### config.mk
export PLATFORM = sky130hd
export DESIGN_NAME = alu_sequencer
export DESIGN_NICKNAME = d
export VERILOG_FILES = /design/src/rtl/alu_sequencer.sv
export SDC_FILE = /design/constraint.sdc
export NUM_CORES = 1
export LEC_CHECK = 0
export CAP_MARGIN = 20
export CORE_MARGIN = 5
export CORE_UTILIZATION = 49
export DETAILED_ROUTE_END_ITERATION = 10
export GPL_TIMING_DRIVEN = 0
export PLACE_DENSITY = 0.78
export SYNTH_ARGS = -nofsm -noshare
export SYNTH_HDL_FRONTEND = slang
export SYNTH_SLANG_ARGS = --single-unit
### constraint.sdc
create_clock -name ck -period 2.25 [get_ports ck]
set_input_delay 0.3375 -clock ck [delete_from_list [all_inputs] [get_ports ck]]
set_output_delay 0.3375 -clock ck [all_outputs]
set_load 0.05 [all_outputs]
### src/rtl/alu_sequencer.sv
`timescale 1ns/1ps
`default_nettype none
// ============================================================================
//  Module   : alu_sequencer
//  Purpose  : Multi-cycle controller for a four-register, 8-bit
//             add / multiply / load-immediate datapath. Accepts instruction
//             bytes over a valid/ready handshake, drives the register-file
//             read decoders, the one-hot result-bus drivers and the
//             destination write strobe, and holds operands stable for the
//             whole multiplier settle time.
//
//  Parameters
//    MUL_CYCLES   EXEC cycles for a multiply (values below 1 act as 1)
//
//  Ports
//    ck           in   1  clock, rising edge
//    clear        in   1  asynchronous active-low reset
//    instr        in   8  [7:6] opcode, [5:4] dest, [3:2] src A, [1:0] src B
//    instr_valid  in   1  instr holds a valid byte
//    instr_ready  out  1  byte is accepted on the next rising edge
//    rd_en        out  1  enable for both read decoders
//    rd_a_sel     out  2  src A register index
//    rd_b_sel     out  2  src B register index
//    res_en       out  3  one-hot result driver: [0] add, [1] imm, [2] mul
//    imm          out  8  immediate value for the result bus
//    wr_sel       out  2  destination register index
//    wr_stb       out  1  one-cycle destination write strobe
//    busy         out  1  instruction in flight
//    illegal      out  1  one-cycle pulse on opcode 2'b10
//    retired      out  8  completed-write count, wraps
//
//  Revision : 1.0  initial release
// ============================================================================
module alu_sequencer #(
  parameter int MUL_CYCLES = 4
) (
  input  logic       ck,
  input  logic       clear,
  input  logic [7:0] instr,
  input  logic       instr_valid,
  output logic       instr_ready,
  output logic       rd_en,
  output logic [1:0] rd_a_sel,
  output logic [1:0] rd_b_sel,
  output logic [2:0] res_en,
  output logic [7:0] imm,
  output logic [1:0] wr_sel,
  output logic       wr_stb,
  output logic       busy,
  output logic       illegal,
  output logic [7:0] retired
);

  // Multiply length clamped to at least one EXEC cycle.
  localparam int c_MUL_EFF = (MUL_CYCLES < 1) ? 1 : MUL_CYCLES;
  localparam int c_CNT_W   = $clog2(c_MUL_EFF + 1);

  localparam logic [c_CNT_W-1:0] c_CNT_ONE = c_CNT_W'(1);
  localparam logic [c_CNT_W-1:0] c_CNT_MUL = c_CNT_W'(c_MUL_EFF);

  localparam logic [1:0] c_OP_ADD = 2'b00;
  localparam logic [1:0] c_OP_LDI = 2'b01;
  localparam logic [1:0] c_OP_MUL = 2'b11;

  localparam logic [2:0] c_RES_ADD = 3'b001;
  localparam logic [2:0] c_RES_IMM = 3'b010;
  localparam logic [2:0] c_RES_MUL = 3'b100;

  typedef enum logic [1:0] {
    S_FETCH = 2'd0,
    S_IMM   = 2'd1,
    S_EXEC  = 2'd2,
    S_WRITE = 2'd3
  } state_t;

  state_t               r_state;
  logic [c_CNT_W-1:0]   r_cnt;
  logic [1:0]           r_dest;

  logic                 r_instr_ready;
  logic                 r_rd_en;
  logic [1:0]           r_rd_a_sel;
  logic [1:0]           r_rd_b_sel;
  logic [2:0]           r_res_en;
  logic [7:0]           r_imm;
  logic [1:0]           r_wr_sel;
  logic                 r_wr_stb;
  logic                 r_busy;
  logic                 r_illegal;
  logic [7:0]           r_retired;

  // Handshake uses the registered ready, so a byte is taken exactly on the
  // edge that also drops ready (no combinational path from valid to ready).
  logic                 w_hs;
  logic [1:0]           w_op;

  assign w_hs = instr_valid & r_instr_ready;
  assign w_op = instr[7:6];

  always_ff @(posedge ck or negedge clear) begin
    if (!clear) begin
      r_state       <= S_FETCH;
      r_cnt         <= '0;
      r_dest        <= 2'd0;
      r_instr_ready <= 1'b0;
      r_rd_en       <= 1'b0;
      r_rd_a_sel    <= 2'd0;
      r_rd_b_sel    <= 2'd0;
      r_res_en      <= 3'b000;
      r_imm         <= 8'd0;
      r_wr_sel      <= 2'd0;
      r_wr_stb      <= 1'b0;
      r_busy        <= 1'b0;
      r_illegal     <= 1'b0;
      r_retired     <= 8'd0;
    end else begin
      // Single-cycle pulses default low every cycle.
      r_wr_stb  <= 1'b0;
      r_illegal <= 1'b0;

      case (r_state)
        S_FETCH: begin
          // Ready comes up one edge after reset release or an illegal byte.
          r_instr_ready <= 1'b1;
          if (w_hs) begin
            case (w_op)
              c_OP_ADD, c_OP_MUL: begin
                r_state       <= S_EXEC;
                r_instr_ready <= 1'b0;
                r_busy        <= 1'b1;
                r_rd_en       <= 1'b1;
                r_rd_a_sel    <= instr[3:2];
                r_rd_b_sel    <= instr[1:0];
                r_dest        <= instr[5:4];
                r_res_en      <= (w_op == c_OP_MUL) ? c_RES_MUL : c_RES_ADD;
                r_cnt         <= (w_op == c_OP_MUL) ? c_CNT_MUL : c_CNT_ONE;
              end
              c_OP_LDI: begin
                // Ready stays high: the next accepted byte is the immediate.
                r_state <= S_IMM;
                r_busy  <= 1'b1;
                r_dest  <= instr[5:4];
              end
              default: begin
                // Opcode 10: flag it, swallow the byte, stay in FETCH.
                r_instr_ready <= 1'b0;
                r_illegal     <= 1'b1;
              end
            endcase
          end
        end

        S_IMM: begin
          if (w_hs) begin
            r_state       <= S_EXEC;
            r_instr_ready <= 1'b0;
            r_imm         <= instr;
            r_rd_en       <= 1'b0;
            r_rd_a_sel    <= 2'd0;
            r_rd_b_sel    <= 2'd0;
            r_res_en      <= c_RES_IMM;
            r_cnt         <= c_CNT_ONE;
          end
        end

        S_EXEC: begin
          // Operands and result driver stay put while the counter runs down.
          if (r_cnt == c_CNT_ONE) begin
            r_state   <= S_WRITE;
            r_wr_stb  <= 1'b1;
            r_wr_sel  <= r_dest;
            r_retired <= r_retired + 8'd1;
          end else begin
            r_cnt <= r_cnt - c_CNT_ONE;
          end
        end

        S_WRITE: begin
          // Read enables and result drivers release only after the strobe.
          r_state       <= S_FETCH;
          r_instr_ready <= 1'b1;
          r_busy        <= 1'b0;
          r_rd_en       <= 1'b0;
          r_res_en      <= 3'b000;
        end

        default: begin
          r_state <= S_FETCH;
        end
      endcase
    end
  end

  assign instr_ready = r_instr_ready;
  assign rd_en       = r_rd_en;
  assign rd_a_sel    = r_rd_a_sel;
  assign rd_b_sel    = r_rd_b_sel;
  assign res_en      = r_res_en;
  assign imm         = r_imm;
  assign wr_sel      = r_wr_sel;
  assign wr_stb      = r_wr_stb;
  assign busy        = r_busy;
  assign illegal     = r_illegal;
  assign retired     = r_retired;

endmodule
`default_nettype wire

# After elaboration in Yosys (flattened, before gate mapping)
# Cells that the tools add are included.
[op_classes]
addsub = 2
n_mul = 0
n_div = 0
magnitude_cmp = 0
n_eq_ne = 13
n_shift = 0
mux = 35
bitwise_logic = 1
n_reduce_logical = 17
[ops]
columns = ["cell", "n"]
rows = [
  ["$mux W3", 6],
  ["$pmux W3 S3", 2],
  ["$mux W2", 8],
  ["$mux W1", 12],
  ["$pmux W2 S2", 3],
  ["$reduce_and A4 Y1", 3],
  ["$ne A2 B2 Y1 const B", 5],
  ["$add A8 B1 Y8 const B", 1],
  ["$pmux W2 S4", 1],
  ["$eq A2 B2 Y1 const B", 3],
  ["$pmux W1 S3", 2],
  ["$reduce_and A2 Y1", 3],
  ["$reduce_and A3 Y1", 2],
  ["$reduce_bool A3 Y1", 2],
  ["$reduce_and A5 Y1", 1],
  ["$eq A2 B1 Y1 const B", 2],
  ["$logic_not A2 Y1", 2],
  ["$reduce_bool A2 Y1", 2],
  ["$eq A3 B1 Y1 const B", 1],
  ["$ne A3 B1 Y1 const B", 1],
  ["$reduce_or A3 Y1", 1],
  ["$sub A3 B1 Y3 const B", 1],
  ["$ne A2 B1 Y1 const B", 1],
  ["$pmux W1 S2", 1],
  ["2 further kinds", 2],
]
[totals]
ff_bits = 37
latch_bits = 0
ram_bits = 0
mem_bits_ro = 0
inputBits = 11
out_inout_bits = 30
wordCells = 82
n_memories = 0

# Depth between registers and ports, before layout
[logic_depth]
ltp_word = 5
mapped_depth = 7

# Worst setup path before layout
# No wires, ideal clock.
[synth_timing]
path_type = "reg-to-reg"
start = "reg r_state[0]"
end = "reg r_cnt[0]"
setup_time_ns = 0.121
arrival_ns = 1.511
required_ns = 2.129
slack_ns = 0.618
stages_incl_launch_ff = 7
path_buffers = 0
synth_period_minus_slack_ns = 1.632
path_cell_list = "dfrtp_1 > inv_1 > ha_1 > inv_1 > o32ai_4 > nand2b_2 > a22o_1"
[synth_via]
elab_chain_len = 3
[synth_rtl]
columns = ["item", "line_no", "text"]
rows = [
  ["start, declared", "76", "state_t r_state;"],
  ["start signal, assigned", "102", "r_state <= S_FETCH;"],
  ["start signal, assigned", "128", "r_state <= S_EXEC;"],
  ["start signal, assigned", "140", "r_state <= S_IMM;"],
  ["$eq A2 B2 Y1, or another cell as far along", "121", "case (r_state)"],
  ["$ne A2 B2 Y1 (no line), or another cell as far along", "--", ""],
  ["$reduce_and A5 Y1 (no line)", "--", ""],
  ["end signal, assigned", "136", "r_cnt <= (w_op == c_OP_MUL) ? c_CNT_MUL : c_CNT_ONE;"],
  ["end signal, assigned", "162", "r_cnt <= c_CNT_ONE;"],
  ["end signal, assigned", "174", "r_cnt <= r_cnt - c_CNT_ONE;"],
  ["end, declared", "77", "logic [c_CNT_W-1:0] r_cnt;"],
]
# Parallel ways exist; a longest one is shown, timed or not.
# A chain may end at the register's enable or synchronous reset.

# Worst setup path after layout
[layout_timing]
start = "reg r_instr_ready (netlist: instr_ready)"
end = "out instr_ready"
[layout_lines]
columns = ["item", "line_no", "text"]
rows = [
  ["start, declared", "80", "logic r_instr_ready;"],
  ["start signal, assigned", "105", "r_instr_ready <= 1'b0;"],
  ["start signal, assigned", "124", "r_instr_ready <= 1'b1;"],
  ["start signal, assigned", "129", "r_instr_ready <= 1'b0;"],
  ["end, declared", "41", "output logic instr_ready,"],
]
# No word-level cell between the ends.

==> results.ini <==
[outcome]
outcome=complete, no violations

[clock_network]
worst_skew_pair.late_latency_ns=0.33
root_buffer=clkbuf_4
ctsHoldBuffers=0
cts_max_path_buffers=2
h-tree-depth=2
cts_resized=0
clock-sinks=37
cts_made_buffers=5
postCtsSetupBuffers=0
cts_tree=done
clk_pin_slew_ns=0.10

[synth]
ys_types=37
yosys.area_share.adder=0.0773
synthArstFlopShare=1.00
syn_area_um2=1780
yosysMostFrequentCell=dfrtp_1
synth_largest_area_cell=dfrtp_1
synth_nets=177
synth.mux.area_fraction=0.0696
synth-edff-count=0
synth_xor_area_frac=0.0344
synth_compound_area_frac=0.152
synth_top_area_frac=0.520
netlist_top_cells_area=dfrtp_1, ha_1, mux2_2
yosys.area_share.simple=0.104
synth_flop_cell=dfrtp_1
avgSynthCellArea_um2=11.5
synth_top_family_by_area=compound AO/OA/AOI/OAI gates
synth_cells=155
synth-seq-cells=37
ys_warn_count=0
synthTopCellsByCount=dfrtp_1, inv_1, ha_1, mux2_2, o21ai_0
ys_seq_area_frac=0.520

[detailed_routing]
ant_nets=0
wire_per_inst_um=14.1
avgViaCountPerCell=5.24
routed_wl_um=3540
via_count=1316
drc=0
drt_iter0_drc=56
drt_first_pass_iters=4

[pwr]
vdd_drop_max_v=0.000311
power_frac_seq=0.642
intPower_uw=806
power.switching_uw=232
p_leak_nw=1.09
p_per_area_nw_per_um2=454
pwr-share-comb=0.048
sw_frac_of_total=0.223
p_clk_frac=0.310

[sta]
fmax_mhz=492
max_slew_margin=0.471
timing.setup.tns_ns=0
fin_worst_skew_ns=0.0117
setup_viol=0
hold-worst-slack_ns=0.0832
fin_crit_sh=0.904
hold_viol_final=0
fin_crit_ns=2.03
rsz0062_at_grt=no
tightest_slew_ns=0.794
drv_slew=0

[worst_setup_path]
worstSetupStartpointType=flip-flop
ff2ff_path_depth=6
worstPathRequired_ns=1.91
path_delay_family=buffers and inverters
max_stage_delay_ns=0.86
endpoint=instr_ready
reg2reg_from=r_state[0]$_DFFE_PN0P_
crit_path_max_fanout=8
worst-path-buf-inv=1
cpMaxStageDelayCell=clkdlybuf4s50_1
startpoint=instr_ready$_DFFE_PN0P_
rr_endpoint=r_cnt[1]$_DFFE_PN0P_
crit_cells=1
crit_arrival_ns=1.70
critPathKind=reg2out
crit_chain=clkdlybuf4s50_1
r2r_setup_slack_ns=0.40
critPathCaptureType=primary output

[finish]
fill_cells=311
num-nets-final=224
syn2layout_area_growth_pct=28.5
antennaDiodeCount=0
final_core_util=0.639
drive_gt1_frac=0.143

[global_routing]
grt-ovfl-total=0
grt_usage=0.157
antenna_found_initial=0
grt_pass1_wl_um=6240
grt_pass1_vias=1404
grt_max_degree=38

[die]
die_y_um=70.3
placementRows=22
die_x_um=70.3
die-area_um2=4940
initial_core_util=0.498
ios=41
coreArea_um2=3580

[place]
place.gp.congestion=0.820
portBuffers=40
dp_hpwl_um=2660

[flow_run]
max_cap_violations=0

[hold_path]
min_path_type=in2async

-- power groups by stage --
stage	Sequential (mW)	Combinational, mW	Clock [mW]
after floorplan	0.679	0.0135	0
after global placement	0.679	0.0500	0
after detailed placement	0.679	0.0506	0
after CTS	0.666	0.0510	0.337
after global routing	0.667	0.0564	0.365
final	0.666	0.0495	0.322
-- per-layer routing --
metal / global-route usage / wire (um) / vias up
met4: 0.0596 / 33 / 0
li1: - / - / 639
met3: 0.0547 / 249 / 5
met5: 0 / 0 / -
met1: 0.185 / 1540 / 634
met2: 0.262 / 1720 / 38
-- worst reg2reg max path: stages, from the launching register on --
cell and delay [ns]:
dfrtp_1 0.45, inv_1 0.11, ha_1 0.37, inv_1 0.12, o32ai_4 0.36, nand2b_2 0.10, a22o_1 0.23
-- registers in the layout (all words and copies together) (netlist names), 2 cells and up --
register / cells
res_en: 3
rd_b_sel: 2
r_dest: 2
rd_a_sel: 2
retired: 8
r_state: 2
imm: 8
r_cnt: 3
wr_sel: 2
-- layout make-up --
type / instances / area (um2) / area share
inverters: 15 / 56.3 / 0.0246
multi-input cells: 100 / 778 / 0.340
plain buffers: 3 / 20.0 / 0.00875
repair buffers: 40 / 395 / 0.173
clock inverters: 2 / 10.0 / 0.00438
flip-flops and latches: 37 / 926 / 0.405
well taps: 48 / 60.1 / 0.0263
clock buffers: 6 / 41.3 / 0.0181
-- per-stage QoR --
step                std cells  worst slack [ns]  power [mW]  cell area (um2)
finish                    251             0.216        1.04             2290
global route              251             0.160        1.09             2290
CTS                       251             0.197        1.05             2290
detailed placement        243             0.151       0.730             2240
global placement          243            0.0921       0.729             2240
floorplan                 155             0.618       0.693             1780
-- how the worst min path moves through the flow --
stage,to,slack (ns),cells past startpoint
3_3_place_gp,retired[7]$_DFFE_PN0P_,0.46,1
4_1_cts,retired[5]$_DFFE_PN0P_,0.10,1
3_5_place_dp,r_state[1]$_DFFE_PN0P_,0.47,1
5_1_grt,imm[7]$_DFFE_PN0P_,0.14,1
2_1_floorplan,busy$_DFFE_PN0P_,0.04,0
6_report,r_state[1]$_DFFE_PN0P_,0.08,1
-- cell usage in the layout, fill, tap and decap left out, drive strengths merged --
cell type / synthesis / final
clkdlybuf4s50: 0 / 39
dfrtp: 37 / 37
inv: 15 / 15
mux2: 11 / 11
ha: 11 / 11
o21ai: 9 / 9
nand3: 8 / 8
nand2: 8 / 8
nor2: 7 / 7
a21oi: 6 / 6
clkbuf: 0 / 6
a22o: 5 / 5
xnor2: 5 / 5
nor3: 4 / 4
nand2b: 4 / 4
buf: 3 / 4
o211ai: 2 / 2
nand4: 2 / 2
xor2: 2 / 2
clkinv: 0 / 2
a21boi: 2 / 2
a221oi: 2 / 2
and3b: 1 / 1
o32ai: 1 / 1
a2bb2oi: 1 / 1
o22a: 1 / 1
a21o: 1 / 1
and3: 1 / 1
and4: 1 / 1
o31ai: 1 / 1
a31oi: 1 / 1
o32a: 1 / 1
a211oi: 1 / 1
o22ai: 1 / 1
-- cells by family (layout without fill, tap and decap cells) --
kind of cell	after synthesis	count (layout)
fa+ha+maj	11	11
simple gates	36	36
xor+xnor	7	7
buf+inv	18	66
flops	37	37
mux	11	11
compound gates	35	35
No activity file was read; power rests on OpenSTA's default activity.
